[src/rtl/btn_move_conditioner.sv]
// ---------------------------------------------------------------------------
// btn_move_conditioner
//
// Purpose:
//   Turns the raw board pushbuttons into clean game commands for the 2048
//   game logic. Each button goes through a 2-flop synchronizer and then a
//   debouncer. The four direction buttons are priority-encoded (U>D>L>R)
//   into one move command. That command is held on a valid/ready handshake
//   until the game logic accepts it. The center button produces a one-cycle
//   soft-reset pulse.
//
// Parameters:
//   DEBOUNCE_CYCLES : consecutive stable cycles needed to accept a level
//                     change (minimum 2).
//   REPEAT_CYCLES   : hold time before an auto-repeat move (auto-repeat
//                     builds only).
//   CNT_W           : width of the debounce and repeat counters.
//
// Optional feature:
//   Define BTN_AUTOREPEAT_EN to re-issue the last move while its single
//   direction button stays held. The default build has no repeat counter
//   and issues exactly one move per press.
//
// Ports:
//   clk        in   system clock
//   rst_n      in   asynchronous active-low reset
//   btn_raw    in   raw buttons, asynchronous: [4]=C [3]=U [2]=D [1]=L [0]=R
//   move_ready in   game logic accepts the pending move this cycle
//   move_valid out  a move command is pending
//   move_dir   out  0=up 1=down 2=left 3=right, meaningful while move_valid
//   soft_rst   out  one-cycle pulse after a debounced C press
//   btn_level  out  debounced button levels, same bit order as btn_raw
// ---------------------------------------------------------------------------
`timescale 1ns/1ps
module btn_move_conditioner #(
  parameter int DEBOUNCE_CYCLES = 1000000,
  parameter int REPEAT_CYCLES   = 30000000,
  parameter int CNT_W           = 25
) (
  input  logic       clk,
  input  logic       rst_n,
  input  logic [4:0] btn_raw,
  input  logic       move_ready,
  output logic       move_valid,
  output logic [1:0] move_dir,
  output logic       soft_rst,
  output logic [4:0] btn_level
);

  localparam int               C_BIT   = 4;
  localparam logic [CNT_W-1:0] DB_LAST = CNT_W'(DEBOUNCE_CYCLES - 1);

  // Reject configurations the counters cannot represent.
  if (DEBOUNCE_CYCLES < 2 ||
      CNT_W < $clog2(DEBOUNCE_CYCLES + 1) ||
      CNT_W < $clog2(REPEAT_CYCLES + 1)) begin : g_param_check
    $error("btn_move_conditioner: bad DEBOUNCE_CYCLES/REPEAT_CYCLES/CNT_W");
  end

  typedef enum logic [1:0] {
    IDLE,
    HOLD,
    WAIT_RELEASE
  } state_t;

  state_t           state;
  logic [4:0]       sync_q1;
  logic [4:0]       sync_q2;
  logic [CNT_W-1:0] db_cnt [5];
  logic [4:0]       btn_level_d;
  logic [4:0]       press;
  logic [1:0]       press_dir;

`ifdef BTN_AUTOREPEAT_EN
  localparam logic [CNT_W-1:0] RPT_LAST = CNT_W'(REPEAT_CYCLES - 1);
  logic [CNT_W-1:0] rpt_cnt;

  // One-hot btn_level[3:0] pattern of a single held direction.
  function automatic logic [3:0] dir_mask(input logic [1:0] d);
    return 4'b1000 >> d;
  endfunction
`endif

  // Two-stage synchronizer; sync_q2 is the metastability-safe copy.
  // NOTE: non-blocking assignments make each stage sample the previous
  // stage's old value, so this really is a two-flop chain.
  always_ff @(posedge clk or negedge rst_n) begin
    if (!rst_n) begin
      sync_q1 <= '0;
      sync_q2 <= '0;
    end else begin
      sync_q1 <= btn_raw;
      sync_q2 <= sync_q1;
    end
  end

  // Debounce: a level change is accepted only after DEBOUNCE_CYCLES
  // consecutive cycles of disagreement; any agreement restarts the count.
  // NOTE: the counter array is control state, not storage, so every element
  // gets an explicit reset value.
  always_ff @(posedge clk or negedge rst_n) begin
    if (!rst_n) begin
      btn_level <= '0;
      for (int i = 0; i < 5; i++) db_cnt[i] <= '0;
    end else begin
      for (int i = 0; i < 5; i++) begin
        if (sync_q2[i] == btn_level[i]) begin
          db_cnt[i] <= '0;
        end else if (db_cnt[i] == DB_LAST) begin
          btn_level[i] <= ~btn_level[i];
          db_cnt[i]    <= '0;
        end else begin
          db_cnt[i] <= db_cnt[i] + 1'b1;
        end
      end
    end
  end

  always_ff @(posedge clk or negedge rst_n) begin
    if (!rst_n) btn_level_d <= '0;
    else        btn_level_d <= btn_level;
  end

  // Rising edges of the debounced levels, and the winning direction.
  // NOTE: press_dir gets its default before the if-chain, so no path leaves
  // it unassigned and no latch is inferred.
  always_comb begin
    press     = btn_level & ~btn_level_d;
    press_dir = 2'd3;
    if      (press[3]) press_dir = 2'd0;
    else if (press[2]) press_dir = 2'd1;
    else if (press[1]) press_dir = 2'd2;
  end

  // Move FSM. A C press overrides everything: any pending move is dropped
  // (or counts as taken if it handshakes in the same cycle) and a direction
  // press arriving in that cycle is discarded.
  always_ff @(posedge clk or negedge rst_n) begin
    if (!rst_n) begin
      state      <= IDLE;
      move_valid <= 1'b0;
      move_dir   <= 2'd0;
      soft_rst   <= 1'b0;
`ifdef BTN_AUTOREPEAT_EN
      rpt_cnt    <= '0;
`endif
    end else begin
      soft_rst <= press[C_BIT];
`ifdef BTN_AUTOREPEAT_EN
      rpt_cnt  <= '0;
`endif
      if (press[C_BIT]) begin
        state      <= WAIT_RELEASE;
        move_valid <= 1'b0;
      end else begin
        case (state)
          IDLE: begin
            if (|press[3:0]) begin
              state      <= HOLD;
              move_valid <= 1'b1;
              move_dir   <= press_dir;
            end
          end
          HOLD: begin
            if (move_valid && move_ready) begin
              state      <= WAIT_RELEASE;
              move_valid <= 1'b0;
            end
          end
          WAIT_RELEASE: begin
            if (btn_level[3:0] == 4'd0) begin
              state <= IDLE;
            end
`ifdef BTN_AUTOREPEAT_EN
            else if (btn_level[3:0] == dir_mask(move_dir)) begin
              if (rpt_cnt == RPT_LAST) begin
                state      <= HOLD;
                move_valid <= 1'b1;
              end else begin
                rpt_cnt <= rpt_cnt + 1'b1;
              end
            end
`endif
          end
          default: begin
            state      <= IDLE;
            move_valid <= 1'b0;
          end
        endcase
      end
    end
  end

endmodule

[config.mk]
export PLATFORM = sky130hd
export DESIGN_NAME = btn_move_conditioner
export DESIGN_NICKNAME = d
export VERILOG_FILES = /design/src/rtl/btn_move_conditioner.sv
export SDC_FILE = /design/constraint.sdc
export NUM_CORES = 1
export LEC_CHECK = 0
export BUFFER_PORTS_ARGS = -buffer_cell sky130_fd_sc_hd__buf_2
export CAP_MARGIN = 20
export CORE_MARGIN = 3
export CORE_UTILIZATION = 65
export DETAILED_ROUTE_END_ITERATION = 7
export GPL_TIMING_DRIVEN = 0
export PLACE_DENSITY = 0.83
export SYNTH_ARGS = -nofsm -noshare
export SYNTH_HDL_FRONTEND = slang
export SYNTH_SLANG_ARGS = --single-unit
[constraint.sdc]
create_clock -name clk -period 5.95 [get_ports clk]
set_input_delay 1.19 -clock clk [delete_from_list [all_inputs] [get_ports clk]]
set_output_delay 1.19 -clock clk [all_outputs]
set_load 0.02 [all_outputs]
==> impl_results.md, run 1 <==
* Status: finished clean
* Worst r2r src: db_cnt[100]
* Area of the multi-input gates at about 0.0034 mm^2
* Final net count at 796
* Period utilisation layout at between 40% and 50%
* CTS clk-pin slew, worst paths at approximately 0.060 ns
* Ys async rst share at 100.0%
* Synth area leaders: dfrtp_1 (51%), xnor2_1 (4.5%), nor2_1 (4.3%)
* Port Buffer Count at 16
* RSZ-0062 raised after global routing: no
* Pwr per Cell Area at 259.2 mW/mm^2
* Finished Layout Cells at between 900 and 1000
* Clk pwr share at a little under half
* Sw Pwr at 0.4656 mW
* Clk Latency, worst-skew pair at 0.42 ns
* Maximum clock insertion buffer count at 2
* Fin. max-slew vios at 0
* CP max FO at 10
* Synth Register Bits at 151
* Number of filler cells placed in the layout at 741
* CTS resizes at 0
* Mean post-synth cell area at 9.850 um^2
* CTS Sinks at 151
* Via-per-instance ratio at 6.410
* GPL Wtd Cong at 0.9451
* Synth area leader: dfrtp_1
* Total routed wirelength at 15.56 mm
* Setup TNS at 0 ns
* Top_reg_cell synth: dfrtp_1
* Setup violators final at 0
* Crit path cell chain: ha_1, and2_1, clkbuf_1, nand4_1, o31ai_1, clkbuf_1, nor2_1
* Final hold viol count at 0
* Hold crit path type: flop to flop
* TritonCTS Buffers at 17
* Initial core utilization at between 60% and 70%
* DR WL/cell at 16.62 um
* Peak VDD IR at 0.2262 mV
* DR iter-0 viols at between 400 and 500
* Crit path DAT at 2.76 ns
* Die area at between 0.01 and 0.015 mm^2
* Cell count after synthesis at 747
* Die X at 112.4 um
* Combinational fraction of design power at between 2 and 3%
* Max-cap violation count at 0
* GRT Util Overall at 26.88%
* First-pass GRT wire length at between 20 and 30 mm
* Element type at the critical path end: flop
* DP Area at 0.007647 mm^2
* Top-count cell post-synth: dfrtp_1
* Critical path launch point type: flop
* Worst hold margin at 0.3481 ns
* Synth top area share at 51.35%
* First-pass iteration count of the detailed router at 7
* Busiest layer in global routing: met2
* Min-Delay Startpoint: sync_q1[0]
* Post-synth EDFFs at 0
* Met3 usage at under 10%
* Fin crit period at ~2.5 ns
* Syn Std Cell Area at ~0.0074 mm^2
* CTS tree: built
* P_leak at around 3.3 nW
* Clk_skew at about 0.0086 ns
* Int Power at 1.665 mW
* Grt total ovfl at 0
* Layout area overhead at 11.68%
* Met2 usage at 45.29%
* Die height at 112.4 um
* Placed Instances at between 900 and 1000
* Layout cells sized above 1 at 8.417%
* Met1 GRT Util at 33.48%
* H-Tree Depth at 4
* Vias at 6000
* Num rows at 38
* Slew @ Worst Pin at about 0.8 ns
* Most common cell on crit path: clkbuf_1
* Post-Syn Nets at 760
* Hold-fix buffers, CTS at 0
* Synth unique cells at 39
* # Post-CTS Setup Buffers at 0
* # IOs at 17
* Slowest cell delay on critical path at 0.65 ns
* Seq/Total Area, Yosys at 51.35%
* Worst slew margin at 44.78%
* Final Instance Area at 0.008218 mm^2
* Crit Path Class: flop to flop
* Critical-path top delay cell: o31ai_1
* Register Area at 0.003779 mm^2
* Required @ worst endpoint at around 6.2 ns
* Max Clk Rate at 404.2 MHz
* Post-route DRC at 0
* Initial antenna violation count at 0
* HPWL Detailed at 10.45 mm
* Final Util at 75.15%
* Ys Warns at 0
* Antenna viol nets, final at 0
* CTS root buffer: clkbuf_16
* Synth top cells by count: dfrtp_1 (151), nor2_1 (85), a21oi_1 (53), nand2_1 (43), nand3_1 (42)
* Core ar. at 0.01094 mm^2
* Vias in the first global route at 5999
* Critical Path Start: db_cnt[100]
* Largest net degree at the start of global routing at between 90 and 100
* Sequential share of power at 49.2%
* Sw frac at 21.86%
* N_diodes at 0
## worst paths after layout
path                          endpoint  slack [ns]  cells after the start
setup / recovery           db_cnt[111]        3.48                      7
hold / removal              sync_q2[0]        0.35                      0
setup reg to reg           db_cnt[111]        3.48                      7
hold reg to reg             sync_q2[0]        0.35                      0
max in group asynchronous   db_cnt[75]        4.39                      2
min in group asynchronous   db_cnt[19]        0.74                      1
## power by group through the flow
stage	sequential, mW	clock [mW]	combinational (mW)
4_1_cts	1.05	1.04	0.0606
3_3_place_gp	1.07	0	0.0555
3_5_place_dp	1.07	0	0.0600
5_1_grt	1.05	1.09	0.0683
6_report	1.05	1.02	0.0586
2_1_floorplan	1.07	0	0.0272
## per-stage QoR
step / power [mW] / setup WS (ns)
2_1_floorplan: 1.092 / 3.954
3_3_place_gp: 1.122 / 1.640
3_5_place_dp: 1.127 / 3.479
4_1_cts: 2.148 / 3.462
5_1_grt: 2.205 / 3.223
6_report: 2.130 / 3.476
## cell type report
class / count / area share [%]
Buffer: 22 / 1.081
Clock buffer: 23 / 5.816
Clock inverter: 9 / 1.127
Inverter: 21 / 0.9592
Multi-Input combinational cell: 553 / 41.52
Sequential cell: 151 / 45.98
Tap cell: 140 / 2.132
Timing Repair Buffer: 17 / 1.386
## layer usage
metal / up-vias / share of wire, %
met1: 2950 / 42
met5: - / 0
li1: 2826 / -
met2: 176 / 51
met4: 0 / 2.9
met3: 48 / 4.9
## flip-flops by register name, summed over array words and instances (netlist names), 2 cells and up
signal / count
state: 2
btn_level_d: 5
sync_q1: 5
db_cnt: 125
move_dir: 2
btn_level: 5
sync_q2: 5
## logic make-up (layout without fill, tap and decap cells)
kind of cell | after synthesis | count (layout) | synth area share [%]
and+or+nand+nor | 359 | 359 | 26.95
DFF | 151 | 151 | 51.35
AOI/OAI and AO/OA | 113 | 113 | 9.318
xor gates and xnor gates | 69 | 69 | 8.213
buffers and inverters | 43 | 92 | 2.279
muxes | 7 | 7 | 1.037
adders and majority gates | 5 | 5 | 0.8502
## layout by cell type, fill, tap and decap left out, types with 13 or more instances in the layout
| master | n |
|---|---|
| nand3_1 | 42 |
| or3_1 | 18 |
| nand4_1 | 37 |
| nor3_1 | 17 |
| and3_1 | 13 |
| clkbuf_1 | 20 |
| or4_1 | 39 |
| a21oi_1 | 53 |
| nor4_1 | 24 |
| xor2_1 | 31 |
| xnor2_1 | 38 |
| dfrtp_1 | 151 |
| clkbuf_16 | 17 |
| o31ai_1 | 34 |
| buf_2 | 20 |
| nand2_1 | 43 |
| o21ai_0 | 18 |
| inv_1 | 21 |
| nor2_1 | 85 |
## worst max-delay path, delay by kind of cell (launching register included)
| family | cells | cell delay [ns] |
|---|---|---|
| simple gates | 3 | 0.44 |
| compound gates | 1 | 0.65 |
| fa+ha+maj | 1 | 0.19 |
| flops | 1 | 0.38 |
| buf+inv | 2 | 0.68 |
No activity file was read; power rests on OpenSTA's default activity.
==> inputs of run 2 (changes only) <==
- CORE_UTILIZATION: 65 -> 57
- PLACE_DENSITY: 0.83 -> 0.78
- clock period: 5.95 -> 2.2 ns (I/O delays scaled with it)
==> run 2 against run 1 <==
  * The run now ends with negative hold slack left
  * Via count is 1.2% lower
  * Combinational power increased to 2.9 times the previous value
  * Die area grew 13%
  * Clock power grew to 3.2 times the previous value
  * Wire length is 0.94% higher
  * First-iteration DRC count up 28%
  * Final cell count grew 3.1%
  * Critical path type unchanged
  * Highest routed layer unchanged
==> impl_results.md, run 2 (synthesis results as in run 1) <==
* Worst hold margin at -0.005891 ns (-0.3540 ns)
* Clk Latency, worst-skew pair at 0.43 ns (about the same)
* Failing checks: negative hold slack
* Register Area at 0.003779 mm^2 (unchanged)
* DR WL/cell at 16.28 um (-2.1%)
* Max Clk Rate at 477.3 MHz (+18%)
* Crit Path Class: flop to flop
* Number of filler cells placed in the layout at 944 (+27%)
* Max-cap violation count at 0 (unchanged)
* Finished Layout Cells at 965 (+3.1%)
* Die X at 119.6 um (+6.4%)
* Worst Reg2Reg Path Length in Cells at 4 (-3)
* Vias in the first global route at 5799 (-3.3%)
* Crit path DAT at 2.45 ns (-0.31 ns)
* GPL Wtd Cong at 0.9175 (-2.9%)
* Critical path launch point type: flop
* Peak VDD IR at 0.6039 mV (+170%)
* Pwr per Cell Area at 743.7 mW/mm^2 (+190%)
* Initial antenna violation count at 0 (unchanged)
* Die area at 0.01431 mm^2 (+13%)
* CP max FO at 9 (-1)
* Vias at 5930 (-1.2%)
* Grt total ovfl at 0 (unchanged)
* TritonCTS Buffers at 17 (unchanged)
* CTS tree: built
* Worst slew margin at 58.70% (+14 points)
* Num rows at 40 (+5.3%)
* CTS clk-pin slew, worst paths at 0.06 ns (about the same)
* Sequential share of power at 45.0% (-4.2 points)
* Area of the multi-input gates at 0.003508 mm^2 (+2.8%)
* Final net count at 797 (+0.13%)
* GRT Util Overall at 23.23% (-3.7 points)
* Die height at 119.6 um (+6.4%)
* Final Util at 68.91% (-6.2 points)
* H-Tree Depth at 4 (unchanged)
* Total power at 6.310 mW (+200%)
* Layout area overhead at 15.30%
* Largest Register: db_cnt
* Port Buffer Count at 16 (unchanged)
* Antenna viol nets, final at 0 (unchanged)
* Hold crit path type: primary input to async pin
* Clk_skew at 0.01113 ns (+0.002484 ns)
* Commonest non-fill, non-tap cells in the layout: dfrtp_1 (151), nor2_1 (85), a21oi_1 (53)
* Clk pwr share at 52.3% (+4.3 points)
* Largest net degree at the start of global routing at 88 (-7.4%)
* Initial core utilization at 59.77% (-7.5 points)
* Combinational fraction of design power at 2.7% (about the same)
* Number of flip-flops under the largest register name at 125 (unchanged)
* Sw Pwr at 1.267 mW (+170%)
* Required @ worst endpoint at 2.55 ns (-3.69 ns)
* Layout cells sized above 1 at 11.17% (+2.7 points)
* Slew @ Worst Pin at 0.6195 ns (-0.2018 ns)
* First-pass GRT wire length at 27.19 mm (-1.9%)
* Int Power at 5.042 mW (+200%)
* DR iter-0 viols at 518 (+28%)
* CTS root buffer: clkbuf_16
* Total routed wirelength at 15.71 mm (+0.94%)
* Setup TNS at 0 ns (unchanged)
* CTS Sinks at 151 (unchanged)
* Hold-fix buffers, CTS at 0 (unchanged)
* Commonest non-fill, non-tap cell in the layout: dfrtp_1
* Status: finished with violations
* Fin. max-slew vios at 0 (unchanged)
* Sw frac at 20.08% (-1.8 points)
* Maximum clock insertion buffer count at 2 (unchanged)
* Post-route DRC at 0 (unchanged)
* Placed Instances at 932 (+3.1%)
* Element type at the critical path end: flop
* N_diodes at 0 (unchanged)
* First-pass iteration count of the detailed router at 5 (-2)
* Final hold viol count at 1 (+1)
* Via-per-instance ratio at 6.145 (-4.1%)
* Fin crit period at 2.095 ns (-0.3787 ns)
* Setup violators final at 0 (unchanged)
* Core ar. at 0.01231 mm^2 (+13%)
* HPWL Detailed at 10.41 mm (-0.32%)
* P_leak at 3.413 nW (+3.7%)
* Period utilisation layout at 95.24% (+54 points)
* # IOs at 17 (unchanged)
## run 2: what timing repair did
action	CTS	global route
pin swaps	1	1
buffers inserted	1	1
resized for setup	11	22
endpoints found under the setup margin	96	104
## run 2: per-layer routing
layer / vias up / wire, um / track usage, %
li1: 2827 / - / -
met1: 2923 / 7135 / 31.18
met2: 142 / 7599 / 36.79
met3: 38 / 668 / 6.079
met4: 0 / 303 / 8.232
met5: - / 0 / 0
## run 2: critical path, cell delays in order, from the launching register on
cell     delay, ns
dfrtp_1       0.48
nand4_4       0.18
or4_1         0.66
or4_1         0.54
a21oi_1       0.16
## run 2: worst paths after layout
check                            from          end  slack [ns]
setup / recovery           db_cnt[81]   db_cnt[98]        0.10
hold / removal                  rst_n   db_cnt[18]      -0.006
setup reg to reg           db_cnt[81]   db_cnt[98]        0.10
hold reg to reg            sync_q1[4]   sync_q2[4]        0.35
max in group asynchronous       rst_n  db_cnt[103]        1.37
min in group clk           btn_raw[2]   sync_q1[2]        0.12
## run 2: stage by stage
stage | cell area [um^2] | setup slack [ns]
after floorplan | 7358 | 0.2040
after global placement | 7649 | -1.419
after detailed placement | 7682 | -0.3306
after CTS | 8436 | 0.01089
after global routing | 8484 | -0.01938
final | 8484 | 0.1048
## run 2: cell type report
class,instances,share of cell area (%)
well taps,168,2.478
repair buffers,19,1.519
inverters,21,0.9291
multi-input cells,553,41.35
plain buffers,21,1.180
clock inverters,12,2.625
flip-flops and latches,151,44.54
clock buffers,20,5.383
## run 2: power by group through the flow
stage / Combinational [mW] / Clock, mW / Sequential [mW]
2_1_floorplan: 0.0737 / 0 / 2.88
3_3_place_gp: 0.153 / 0 / 2.89
3_5_place_dp: 0.163 / 0 / 2.89
6_report: 0.171 / 3.30 / 2.84
5_1_grt: 0.200 / 3.49 / 2.84
4_1_cts: 0.172 / 3.34 / 2.84
